## config.mk

```make
export PLATFORM = sky130hd
export DESIGN_NAME = sum_seg7_display_flat
export DESIGN_NICKNAME = d
export VERILOG_FILES = /design/src/rtl/sum_seg7_display_pkg.sv /design/src/rtl/sum_seg7_display_if.sv /design/src/rtl/sum_seg7_display_bin2bcd.sv /design/src/rtl/sum_seg7_display.sv /design/src/flat_wrapper.sv
export SDC_FILE = /design/constraint.sdc
export NUM_CORES = 1
export LEC_CHECK = 0
export CORE_UTILIZATION = 40
export CTS_BUF_LIST = sky130_fd_sc_hd__clkbuf_4
export CTS_CLUSTER_SIZE = 20
export DETAILED_ROUTE_END_ITERATION = 7
export GPL_ROUTABILITY_DRIVEN = 0
export PLACE_DENSITY_LB_ADDON = 0.08
export SYNTH_ARGS = -nofsm -noshare
export SYNTH_HDL_FRONTEND = slang
export SYNTH_HIERARCHICAL = 1
export SYNTH_SLANG_ARGS = --single-unit
```

## constraint.sdc

```tcl
create_clock -name clk -period 3.2 [get_ports clk]
set_clock_uncertainty 0.05 [all_clocks]
set_input_delay 0.64 -clock clk [delete_from_list [all_inputs] [get_ports clk]]
set_output_delay 0.64 -clock clk [all_outputs]
set_load 0.005 [all_outputs]
```

## src/rtl/sum_seg7_display_pkg.sv

```systemverilog
// Shared constants, segment table and converter state type for the
// adder-result 7-segment display.
package seg7_pkg;

  localparam int NUM_DIGITS = 8;
  localparam int BCD_DIGITS = 4;

  localparam logic [6:0] SEG_BLANK = 7'h7F;

  // Active-low {g,f,e,d,c,b,a} patterns for 0..F.
  localparam logic [6:0] HEX_SEG [16] = '{
    7'h40, 7'h79, 7'h24, 7'h30, 7'h19, 7'h12, 7'h02, 7'h78,
    7'h00, 7'h10, 7'h08, 7'h03, 7'h46, 7'h21, 7'h06, 7'h0E
  };

  typedef enum logic [1:0] {
    CONV_IDLE  = 2'd0,
    CONV_SHIFT = 2'd1,
    CONV_DONE  = 2'd2
  } conv_state_t;

  function automatic logic [6:0] hex_to_seg(input logic [3:0] nib);
    return HEX_SEG[nib];
  endfunction

endpackage

```

## src/rtl/sum_seg7_display_if.sv

```systemverilog
// Bundle of the adder result inputs and the display/observability outputs.
// There is no handshake: sum/cout are level inputs, all outputs are registered levels.
interface sum_seg7_display_if #(parameter int N = 8);
  import seg7_pkg::*;

  logic [N-1:0] sum;
  logic         cout;
  logic [7:0]   an;
  logic [6:0]   seg;
  logic         dp;
  logic [15:0]  bcd;
  logic         busy;
  conv_state_t  state;

  modport master (output sum, cout, input an, seg, dp, bcd, busy, state);
  modport slave  (input sum, cout, output an, seg, dp, bcd, busy, state);

endinterface

```

## src/rtl/sum_seg7_display_bin2bcd.sv

```systemverilog
// Sequential double-dabble converter: starts a conversion whenever the input
// differs from the last converted value, publishes result and value together.
module bin2bcd_seq
  import seg7_pkg::*;
#(
  parameter int W = 9
) (
  input  logic         clk,
  input  logic         rst_n,
  input  logic [W-1:0] bin,
  output logic [15:0]  bcd,
  output logic         busy,
  output logic [W-1:0] last,
  output conv_state_t  state
);

  conv_state_t  st;
  logic [W-1:0] sh;
  logic [W-1:0] lat;
  logic [W-1:0] last_r;
  logic [15:0]  scratch;
  logic [15:0]  bcd_r;
  logic [3:0]   iter;
  logic [15:0]  adj;

  always_comb begin
    adj = '0;
    for (int i = 0; i < BCD_DIGITS; i++) begin
      if (scratch[4*i +: 4] >= 4'd5) adj[4*i +: 4] = scratch[4*i +: 4] + 4'd3;
      else                           adj[4*i +: 4] = scratch[4*i +: 4];
    end
  end

  always_ff @(posedge clk) begin
    if (!rst_n) begin
      st      <= CONV_IDLE;
      sh      <= '0;
      lat     <= '0;
      last_r  <= '0;
      scratch <= '0;
      bcd_r   <= '0;
      iter    <= '0;
    end else begin
      case (st)
        CONV_IDLE: begin
          if (bin != last_r) begin
            sh      <= bin;
            lat     <= bin;
            scratch <= '0;
            iter    <= 4'(W);
            st      <= CONV_SHIFT;
          end
        end
        CONV_SHIFT: begin
          {scratch, sh} <= {adj, sh} << 1;
          iter          <= iter - 4'd1;
          if (iter == 4'd1) st <= CONV_DONE;
        end
        CONV_DONE: begin
          // Result and its source value move together so bcd and hex never disagree.
          bcd_r  <= scratch;
          last_r <= lat;
          st     <= CONV_IDLE;
        end
        default: st <= CONV_IDLE;
      endcase
    end
  end

  assign bcd   = bcd_r;
  assign last  = last_r;
  assign busy  = (st != CONV_IDLE);
  assign state = st;

endmodule

```

## src/rtl/sum_seg7_display.sv

```systemverilog
// Shows {cout,sum} on the 8-digit display: decimal on digits 3..0, hex on 7..4,
// with a two-stage input synchronizer and a time-multiplexed digit scanner.
module sum_seg7_display
  import seg7_pkg::*;
#(
  parameter int N           = 8,
  parameter int SCAN_CYCLES = 100_000
) (
  input  logic               clk,
  input  logic               rst_n,
  sum_seg7_display_if.slave  io
);

  localparam int W         = N + 1;
  localparam int HEX_SHOWN = (W + 3) / 4;
  localparam int CW        = (SCAN_CYCLES > 2) ? $clog2(SCAN_CYCLES) : 1;

  if (N < 1 || N > 12) begin : g_bad_n
    $error("sum_seg7_display: N must be in 1..12");
  end
  if (SCAN_CYCLES < 2) begin : g_bad_scan
    $error("sum_seg7_display: SCAN_CYCLES must be >= 2");
  end

  logic [W-1:0]  v_s1;
  logic [W-1:0]  v_q;
  logic [W-1:0]  v_last;
  logic [15:0]   bcd_val;
  logic [CW-1:0] cnt;
  logic [2:0]    idx;
  logic [3:0]    nib;
  logic          show;
  logic [3:0]    dec_show;
  logic [15:0]   hex_val;
  logic [7:0]    an_r;
  logic [6:0]    seg_r;

  // sum comes from switches, so it is resynchronised before anything uses it.
  always_ff @(posedge clk) begin
    if (!rst_n) begin
      v_s1 <= '0;
      v_q  <= '0;
    end else begin
      v_s1 <= {io.cout, io.sum};
      v_q  <= v_s1;
    end
  end

  bin2bcd_seq #(.W(W)) u_conv (
    .clk   (clk),
    .rst_n (rst_n),
    .bin   (v_q),
    .bcd   (bcd_val),
    .busy  (io.busy),
    .last  (v_last),
    .state (io.state)
  );

  always_ff @(posedge clk) begin
    if (!rst_n) begin
      cnt <= '0;
      idx <= '0;
    end else if (cnt == CW'(SCAN_CYCLES - 1)) begin
      cnt <= '0;
      idx <= idx + 3'd1;
    end else begin
      cnt <= cnt + CW'(1);
    end
  end

  // A decimal digit is shown when it or any more significant digit is nonzero.
  assign dec_show[3] = |bcd_val[15:12];
  assign dec_show[2] = dec_show[3] | (|bcd_val[11:8]);
  assign dec_show[1] = dec_show[2] | (|bcd_val[7:4]);
  assign dec_show[0] = 1'b1;
  assign hex_val     = 16'(v_last);

  always_comb begin
    nib  = 4'h0;
    show = 1'b0;
    if (!idx[2]) begin
      nib  = bcd_val[{idx[1:0], 2'b00} +: 4];
      show = dec_show[idx[1:0]];
    end else begin
      nib  = hex_val[{idx[1:0], 2'b00} +: 4];
      show = (int'(idx[1:0]) < HEX_SHOWN);
    end
  end

  always_ff @(posedge clk) begin
    if (!rst_n) begin
      an_r  <= 8'hFF;
      seg_r <= SEG_BLANK;
    end else if (show) begin
      an_r  <= ~(8'h01 << idx);
      seg_r <= hex_to_seg(nib);
    end else begin
      an_r  <= 8'hFF;
      seg_r <= SEG_BLANK;
    end
  end

  assign io.an  = an_r;
  assign io.seg = seg_r;
  assign io.dp  = 1'b1;
  assign io.bcd = bcd_val;

endmodule
```

## src/flat_wrapper.sv

```systemverilog
// flat-port wrapper written by rule: the top's interface ports become plain ports
module sum_seg7_display_flat import seg7_pkg::*;
#(
  parameter int N           = 8,
  parameter int SCAN_CYCLES = 100_000
)
  (clk, rst_n, io_sum, io_cout, io_an, io_seg, io_dp, io_bcd, io_busy, io_state);
  sum_seg7_display_if #(.N(N)) io_i ();
  input  logic clk;
  input  logic rst_n;
  input wire logic [$bits(io_i.sum)-1:0] io_sum;
  input wire logic [$bits(io_i.cout)-1:0] io_cout;
  output wire logic [$bits(io_i.an)-1:0] io_an;
  output wire logic [$bits(io_i.seg)-1:0] io_seg;
  output wire logic [$bits(io_i.dp)-1:0] io_dp;
  output wire logic [$bits(io_i.bcd)-1:0] io_bcd;
  output wire logic [$bits(io_i.busy)-1:0] io_busy;
  output wire logic [$bits(io_i.state)-1:0] io_state;
  assign io_i.sum = io_sum;
  assign io_i.cout = io_cout;
  assign io_an = io_i.an;
  assign io_seg = io_i.seg;
  assign io_dp = io_i.dp;
  assign io_bcd = io_i.bcd;
  assign io_busy = io_i.busy;
  assign io_state = io_i.state;
  sum_seg7_display #(.N(N), .SCAN_CYCLES(SCAN_CYCLES)) u_core (.clk(clk), .rst_n(rst_n), .io(io_i));
endmodule
```

==> run_results.csv <==
group,metric,value,unit
outcome,outcome,"finished clean",
worst_setup_path,critPathRequiredTime,2.51,ns
cells_and_area,diodes,0,
power,ir_drop,0.000219,V
clocking,cts_setup_buffers,0,
route,detail-route-antenna-nets,0,
logic_synthesis,synth_area,5340,µm²
worst_setup_path,critPathLaunchType,"flop",
worst_setup_path,cpPeakStageDelay,0.59,ns
power,sw_frac_of_total,25.2,%
power,seqPwrFrac,54.3,%
placement,placed_cells,765,
power,intPower,0.00216,W
worst_setup_path,critPathMaxFanout,12,
placement,io_buffers,44,
global_routing,busiest_layer,"met2",
global_routing,grt_overflow,0,
logic_synthesis,synthAdderAreaFrac,5.39,%
logic_synthesis,synth-xor-area-share,5.25,%
route,viasPerCell,5.01,
clocking,cts_hold_buf,0,
logic_synthesis,synth_top_area_share,44.2,%
logic_synthesis,synth-simple-area-share,19.4,%
power,p_leak,2.29,nW
die,dieArea,13800,µm²
worst_setup_path,startpoint,"u_core/u_conv/state[0]$_SDFFE_PN0P_",
sta,hold_viol,0,
clocking,clock_sinks,118,
sta,worstMarginPinSlew,1.06,ns
die,rows,41,
logic_synthesis,synth_nets,605,
logic_synthesis,syn_inst,571,
worst_hold_path,holdPathStages,1,
route,wire_per_inst,14.4,µm
global_routing,antenna_found_initial,0,
worst_setup_path,worstSetupEndpointType,"output pin",
die,io_pins,46,
logic_synthesis,ys_types,60,
power,p_per_area,469,nW/µm²
worst_hold_path,hold_path_class,"reg -> reg",
clocking,cts_tree,"done",
worst_setup_path,critPathTopFamily,"flip-flops",
sta,max_freq,0.397,GHz
power,pwr-share-clk,35.0,%
worst_hold_path,min_from,"u_core/v_s1[7]$_SDFF_PN0_",
sta,setup_tns,0,ns
worst_setup_path,cp_slowest_cell,"dfxtp_1",
placement,place_area,5890,µm²
sta,fin_crit,2.52,ns
clocking,cts_max_path_buffers,2,
logic_synthesis,yosysMostFrequentCell,"dfxtp_1",
die,dieWidth,118,µm
cells_and_area,stdcell_area,6140,µm²
clocking,htree_levels,4,
cells_and_area,fill_cells,1264,
clocking,cts-root-buf,"clkbuf_4",
global_routing,use_met2,28.2,%
global_routing,grtUsageMet1,22.6,%
logic_synthesis,synth_seq_area_share,44.2,%
global_routing,grt_max_degree,50,
placement,hpwl,7970,µm
worst_setup_path,reg2reg_depth,9,
logic_synthesis,avgSynthCellArea,9.35,µm²
sta,grt_setup_unrepaired,"no",
route,first_pass_iters,4,
logic_synthesis,synth_area_leaders,"dfxtp_1 (44%), nand2_1 (7.0%), ha_1 (5.4%)",
die,core,12800,µm²
logic_synthesis,yosysWarnings,6,
clocking,cts_resized,0,
power,p_switching,0.000726,W
clocking,cts_made_buffers,17,
logic_synthesis,ys_ff_latch,118,
logic_synthesis,async_flop_share,0,%
cells_and_area,drive_gt1_share,12.0,%
logic_synthesis,muxShareOfSynthArea,7.03,%
worst_setup_path,cp.arrival,1.83,ns
cells_and_area,area_growth,15.1,%
route,wirelength,11500,µm
logic_synthesis,synth_compound_area_share,13.3,%
logic_synthesis,synthTopCellsByCount,"dfxtp_1 (118), nand2_1 (99), nor2_1 (41)",
worst_setup_path,cp.depth,3,
global_routing,grt_pass1_vias,3876,
die,die_h,118,µm
global_routing,grt_first_pass_wirelength,19300,µm
sta,relSlewSlack,29.3,%
route,drtIter0Drc,242,
cells_and_area,final_cells,795,
cells_and_area,nets,646,
die,initial_core_util,41.6,%
logic_synthesis,synth_top_family_by_area,"simple AND/OR/NAND/NOR gates",
flow_run,maxCapViolations,0,
power,pwr-share-comb,10.7,%
sta,setup_viol,0,
logic_synthesis,synth-edff-count,0,
global_routing,grt_usage,17.6,%
route,drc,0,
logic_synthesis,yosys.area.top_type,"dfxtp_1",
worst_setup_path,worstSetupPathType,"reg -> out",
logic_synthesis,ys.flop_type,"dfxtp_1",
worst_setup_path,critical_path_buf_inv_count,2,
global_routing,met3_usage,4.55,%
worst_setup_path,regToRegStartpoint,"u_core/idx[0]$_SDFFE_PN0N_",
route,dr_total_vias,3983,
worst_setup_path,cp_cell_sequence,"nor2_1, inv_1, clkdlybuf4s50_1",
clocking,worstSkewPairLatency,0.52,ns
sta,finalCritPeriodShare,78.7,%
sta,finalMaxSlewViolations,0,
clocking,clk_pin_slew,0.09,ns
path summary, 6_finish.rpt:
kind / endpoint / slack (ns)
setup / recovery: io_busy / 0.68
hold / removal: u_core/v_q[7]$_SDFF_PN0_ / 0.39
setup reg to reg: u_core/io.seg[3]$_SDFF_PN1_ / 0.75
hold reg to reg: u_core/v_q[7]$_SDFF_PN0_ / 0.39
registers in the layout, summed over array words and instances (netlist names), 3 cells and up:
| signal | flops |
|---|---|
| u_core/cnt | 17 |
| u_core/u_conv/lat | 9 |
| u_core/idx | 3 |
| u_core/u_conv/bcd | 16 |
| u_core/v_s1 | 9 |
| u_core/u_conv/sh | 9 |
| u_core/u_conv/scratch | 16 |
| u_core/u_conv/iter | 4 |
| u_core/io.seg | 7 |
| u_core/u_conv/last | 9 |
| u_core/v_q | 9 |
| u_core/io.an | 8 |
power by group through the flow:
| stage | sequential, W | clock (W) | combinational, W |
|---|---|---|---|
| finish | 0.00157 | 0.00101 | 0.000308 |
| global route | 0.00157 | 0.00112 | 0.000343 |
| CTS | 0.00157 | 0.00105 | 0.000313 |
| detailed placement | 0.00160 | 0 | 0.000311 |
| global placement | 0.00160 | 0 | 0.000309 |
| floorplan | 0.00159 | 0 | 0.000234 |
stage by stage:
stage | util (%) | total power (W) | hold WS, ns | setup slack (ns)
after global placement | 45.9 | 0.00191 | 0.367 | 0.865
after global routing | 47.9 | 0.00303 | 0.408 | 0.496
after floorplan | - | 0.00182 | 0.362 | 1.08
after detailed placement | 45.9 | 0.00191 | 0.370 | 0.733
final | 47.9 | 0.00288 | 0.391 | 0.680
after CTS | 47.9 | 0.00293 | 0.393 | 0.608
worst reg2reg max path: cells and delay by family (launching register included):
family | cells | cell delay (ns)
buffers and inverters | 2 | 0.44
adder cells (fa/ha/maj) | 1 | 0.28
AND/OR/NAND/NOR | 3 | 0.39
flip-flops | 1 | 0.53
multiplexers | 3 | 0.63
layout make-up:
cell class                      instances  area [µm²]  area share, %
Clock inverter                          7        81.3           1.32
Multi-Input combinational cell        397        2700           43.9
Sequential cell                       118        2360           38.4
Clock buffer                           23         173           2.81
Timing Repair Buffer                   54         528           8.59
Inverter                               24        90.1           1.47
Tap cell                              172         215           3.50
layout by cell type (no fill, tap or decap), drive strengths merged, types with 8 or more instances in the layout:
| cell type | instances |
|---|---|
| dfxtp | 118 |
| nand2 | 99 |
| clkdlybuf4s50 | 44 |
| nor2 | 42 |
| a21oi | 33 |
| inv | 24 |
| xnor2 | 24 |
| clkbuf | 23 |
| and2 | 23 |
| ha | 23 |
| mux2i | 22 |
| buf | 10 |
| mux2 | 10 |
| nand2b | 9 |
| and3 | 9 |
| xor2 | 8 |
| o221a | 8 |
| nor3 | 8 |
| o32ai | 8 |
cells by family (layout without fill, tap and decap cells):
logic type	count (synthesis)	count (layout)
compound gates	88	88
xor+xnor	32	32
fa+ha+maj	23	23
buf+inv	56	108
flops	118	118
mux	33	33
other cells	1	1
simple gates	220	220
per-layer routing:
metal  up-vias  wire, µm
met3        18       408
met4         0       190
met1      1857      5610
li1       2032         -
met2        76      5270
met5         -         0
Power figures use the tool's default switching activity.
